## src/rtl/uart_tx_cfg.sv

```systemverilog
// Configurable UART transmitter: start bit, DATA_WIDTH payload bits LSB first,
// optional even/odd parity, 1 or 2 stop bits; bit timing from a clk-domain divider.
module uart_tx_cfg #(
    parameter int DATA_WIDTH  = 8,
    parameter int CLK_FREQ_HZ = 125_000_000,
    parameter int BAUDRATE    = 9600,
    parameter int PARITY      = 0,
    parameter int STOP_BITS   = 1
) (
    input  logic                  clk,
    input  logic                  rstn,
    input  logic                  s_valid,
    output logic                  s_ready,
    input  logic [DATA_WIDTH-1:0] s_data,
    output logic                  tx,
    output logic                  tx_busy,
    output logic                  tx_done
);

    localparam int BAUD_DIV = CLK_FREQ_HZ / BAUDRATE;
    localparam int CNT_W    = $clog2(BAUD_DIV);
    localparam int BIT_W    = $clog2(DATA_WIDTH);

    localparam logic [CNT_W-1:0] CNT_LAST  = CNT_W'(BAUD_DIV - 1);
    localparam logic [BIT_W-1:0] DATA_LAST = BIT_W'(DATA_WIDTH - 1);
    localparam logic [BIT_W-1:0] STOP_LAST = BIT_W'(STOP_BITS - 1);
    localparam logic             PAR_ODD   = (PARITY == 2);
    localparam logic             PAR_EN    = (PARITY != 0);

    if (DATA_WIDTH < 5 || DATA_WIDTH > 9 || BAUD_DIV < 2 || PARITY < 0 || PARITY > 2 ||
        STOP_BITS < 1 || STOP_BITS > 2) begin : g_bad_param
        $error("uart_tx_cfg: illegal parameter combination");
    end

    typedef enum logic [2:0] {S_IDLE, S_START, S_DATA, S_PAR, S_STOP} state_t;

    state_t                state, state_n;
    logic [CNT_W-1:0]      cnt, cnt_n;
    logic [BIT_W-1:0]      bit_cnt, bit_n;
    logic [DATA_WIDTH-1:0] shreg, shreg_n;
    logic                  par_bit, par_n;
    logic                  tx_n, done_n, tick;

    always_ff @(posedge clk or negedge rstn) begin
        if (!rstn) begin
            state   <= S_IDLE;
            cnt     <= '0;
            bit_cnt <= '0;
            shreg   <= '0;
            par_bit <= 1'b0;
            tx      <= 1'b1;
            tx_done <= 1'b0;
        end else begin
            state   <= state_n;
            cnt     <= cnt_n;
            bit_cnt <= bit_n;
            shreg   <= shreg_n;
            par_bit <= par_n;
            tx      <= tx_n;
            tx_done <= done_n;
        end
    end

    always_comb begin
        state_n = state;
        cnt_n   = cnt;
        bit_n   = bit_cnt;
        shreg_n = shreg;
        par_n   = par_bit;
        done_n  = 1'b0;
        tx_n    = 1'b1;
        tick    = (cnt == CNT_LAST);

        if (state != S_IDLE)
            cnt_n = tick ? '0 : cnt + CNT_W'(1);

        case (state)
            S_IDLE: begin
                if (s_valid) begin
                    state_n = S_START;
                    cnt_n   = '0;
                    shreg_n = s_data;
                    par_n   = (^s_data) ^ PAR_ODD;
                end
            end
            S_START: begin
                if (tick) begin
                    state_n = S_DATA;
                    bit_n   = '0;
                end
            end
            S_DATA: begin
                if (tick) begin
                    shreg_n = shreg >> 1;
                    if (bit_cnt == DATA_LAST) begin
                        bit_n   = '0;
                        state_n = PAR_EN ? S_PAR : S_STOP;
                    end else begin
                        bit_n = bit_cnt + BIT_W'(1);
                    end
                end
            end
            S_PAR: begin
                if (tick) begin
                    state_n = S_STOP;
                    bit_n   = '0;
                end
            end
            S_STOP: begin
                if (tick) begin
                    if (bit_cnt == STOP_LAST) begin
                        state_n = S_IDLE;
                        bit_n   = '0;
                        done_n  = 1'b1;
                    end else begin
                        bit_n = bit_cnt + BIT_W'(1);
                    end
                end
            end
            default: state_n = S_IDLE;
        endcase

        // tx is registered, so it is derived from the state being entered
        case (state_n)
            S_START: tx_n = 1'b0;
            S_DATA:  tx_n = shreg_n[0];
            S_PAR:   tx_n = par_n;
            default: tx_n = 1'b1;
        endcase
    end

    assign s_ready = (state == S_IDLE);
    assign tx_busy = (state != S_IDLE);

endmodule
```

## config.mk

```make
export PLATFORM = sky130hd
export DESIGN_NAME = uart_tx_cfg
export DESIGN_NICKNAME = d
export VERILOG_FILES = /design/src/rtl/uart_tx_cfg.sv
export SDC_FILE = /design/constraint.sdc
export NUM_CORES = 1
export LEC_CHECK = 0
export ABC_AREA = 1
export BUFFER_PORTS_ARGS = -buffer_cell sky130_fd_sc_hd__clkbuf_2
export CAP_MARGIN = 20
export CORE_AREA = 5 5 68 70
export DETAILED_ROUTE_END_ITERATION = 8
export DIE_AREA = 0 0 73 75
export PLACE_DENSITY = 0.74
export SYNTH_ARGS = -nofsm -noshare
export SYNTH_HDL_FRONTEND = slang
export SYNTH_SLANG_ARGS = --single-unit
export TNS_END_PERCENT = 100
```

## constraint.sdc

```tcl
create_clock -name clk -period 1.4 [get_ports clk]
set_clock_uncertainty 0.05 [all_clocks]
set_input_delay 0.07 -clock clk [delete_from_list [all_inputs] [get_ports clk]]
set_output_delay 0.07 -clock clk [all_outputs]
set_load 0.03 [all_outputs]
```

==> impl_metrics.yaml <==
run_status:
  run_status: "finished with violations"
  violations: "negative setup slack"
sta:
  period_minus_slack_ps: 1543
  drv_slew: 0
  rsz0062_at_grt: "yes"
  period_share_pct: 110.2
  fmax_mhz: 648.2
  worstMarginPinSlew_ps: 391.1
  hold_viol_final: 0
  timing.hold.ws_ps: 28.03
  maxSlewHeadroom_pct: 73.93
  setup_violations: 24
  layout_setup_ws_ps: -142.8
synthesis:
  synth_area_leaders: "dfrtp_1, nand2_1, inv_1, nand3_1, nor2_1"
  synth.area.mux_share_pct: 0
  ys_ff_latch: 31
  ys_seq_area_share_pct: 38.03
  synthDistinctLibCells: 31
  netlist_area_sq_um: 2043
  syn_inst: 284
  postSynthAreaPerCell_sq_um: 7.194
  synth_top_area_share_pct: 36.74
  yosys.area_share.xor_xnor_pct: 3.001
  yosysTopAreaCell: "dfrtp_1"
  syn-num-nets: 299
  yosys.area_share.simple_pct: 36.80
  synthAdderAreaFrac_pct: 2.449
  synth_top_family_by_area: "simple AND/OR/NAND/NOR gates"
  synth_compound_area_share_pct: 9.675
  synth_warnings: 0
cells_and_area:
  layout_common_cells: "nand2_1, inv_1, buf_4"
  nets: 360
  drive_gt1_share_pct: 37.86
  layoutNonFillerInstCount: 396
  area_delta_synth_final_pct: 41.03
  layout_commonest_cell: "nand2_1"
  insertedDiodeCount: 0
  design_area_sq_um: 2882
critical_path:
  cp_common_cell: "nand2_2"
  reg2reg_from: "cnt[0]"
  startpoint: "cnt[0]"
  crit_arrival_ps: 1660
  crit_cells: 9
  required_ps: 1510
  path_delay_family: "simple AND/OR/NAND/NOR gates"
  cpMaxStageDelayCell: "dfrtp_1"
  r2r_setup_slack_ps: -140
  crit_end: "cnt[2]"
  crit_path_end_kind: "register"
  path_buf_inv: 2
  r2r.worst_path.cells: 9
  cp_cell_sequence: "ha_4, nand2_2, clkinv_2, nand2_2, nor2_4, nand2_4, nand2_8, buf_6, o22ai_2"
  crit_fanout: 7
  max_stage_delay_ps: 400
  path_class: "register to register"
  r2r-end: "cnt[2]"
  worstSetupStartpointType: "register"
global_route:
  gr-usage-all-layers_pct: 21.33
  grt_antenna_before_repair: 0
  overflow: 0
  grt_max_degree: 32
  grt_pass1_vias: 1997
  grt_pass1_wl_um: 9039
pwr:
  p_total_mw: 3.524
  ir_drop_uv: 984.8
  p_leak_nw: 1.462
  powerDensity_nw_per_um2: 1223
placement:
  globalplace.congestion: 0.9313
  io_buffers: 14
  dp_slack_ps: -76.60
  placedCellCount: 378
  placed_area_sq_um: 2439
  hpwl_um: 3552
die:
  dieArea_sq_um: 5475
  num_io_pins: 15
  core_area_sq_um: 3914
  rows: 23
  start_util_pct: 52.21
  fp.dieW_um: 73
  fp.dieH_um: 75
routing:
  drc_errors: 0
  post_drt_wl_per_cell_um: 13.46
  vias: 2071
  drtIter0Drc: 179
  drt-total-wl_um: 5330
  ant_nets: 0
  dr.pass1.iters: 5
  vias_per_cell: 5.230
clock_tree:
  clk_latency_ps: 290
  cts_tree: "yes"
  clockBufferDepth: 2
  clkSinkCount: 31
  cts_buffers: 5
  root_buffer: "clkbuf_8"
  clk_pin_slew_ps: 60
  cts_htree_levels: 2
run:
  drv_cap: 0
worst_hold_path:
  hp-class: "input port to register"
  holdPathStages: 3
worst min-delay path, cell delays in order:
cell      delay, ps
clkbuf_2        100
inv_1            60
o211ai_1         90
report_power, final:
part	switching [mW]	internal, mW	leakage, nW
clock	0.335	0.448	0.0515
combinational	0.765	0.687	1.02
sequential	0.185	1.10	0.395
total	1.28	2.24	1.46
routing by layer:
| metal | vias up | wire length (um) | track usage, % |
|---|---|---|---|
| met4 | 0 | 65 | 7.377 |
| li1 | 1033 | - | - |
| met5 | - | 0 | 0 |
| met1 | 972 | 2282 | 28.39 |
| met3 | 8 | 242 | 4.272 |
| met2 | 58 | 2739 | 34.76 |
stage by stage:
stage | util (%) | TNS (ps)
global placement | 62.31 | -503.6
CTS | 67.23 | -1011
detailed placement | 62.31 | -958.1
global route | 73.63 | -5257
floorplan | - | -13.63
finish | 73.63 | -2651
worst min-delay path by stage:
stage,from,endpoint
floorplan,rstn,bit_cnt[0]
global placement,rstn,cnt[3]
detailed placement,rstn,cnt[3]
CTS,s_data[5],shreg[5]
global route,s_data[6],shreg[6]
finish,s_data[5],shreg[5]
repair_timing:
action	4_1_cts	5_1_grt
setup endpoints to repair	22	31
setup buffers	1	8
pin swaps	4	16
hold buffers	1	0
hold endpoints to repair	30	0
resized for setup	20	50
area by class of cell:
type                       instances  area, sq um
fill                             301         1032
multi-input combinational        200         1280
timing repair buffer              55        440.4
tap                               50        62.56
inverter                          52        219.0
sequential                        31        779.5
clock buffer                       8        100.1
sequential cells by signal, indices dropped and copies added (netlist names):
signal and count:
tx 1, bit_cnt 3, tx_done 1, par_bit 1
cnt 14, shreg 8, state 3
synthesized netlist by cell type (all sizes together):
cell	count
buf	1
o221ai	1
dfrtp	30
nand2	87
o31ai	1
nor2	27
clkinv	2
or2	1
xor2	5
nand3	29
ha	4
o22ai	7
a21boi	1
nand4	5
o21ai	15
dfstp	1
nor3	8
o211ai	6
xnor2	2
inv	50
a21oi	1
kinds of logic (layout without fill, tap and decap cells):
| group | after synthesis | after routing |
|---|---|---|
| AND/OR/NAND/NOR | 157 | 157 |
| buffers and inverters | 53 | 115 |
| AO/OA/AOI/OAI | 32 | 32 |
| flip-flops | 31 | 31 |
| XOR/XNOR | 7 | 7 |
| adder cells (fa/ha/maj) | 4 | 4 |
No activity file was read; power rests on OpenSTA's default activity.
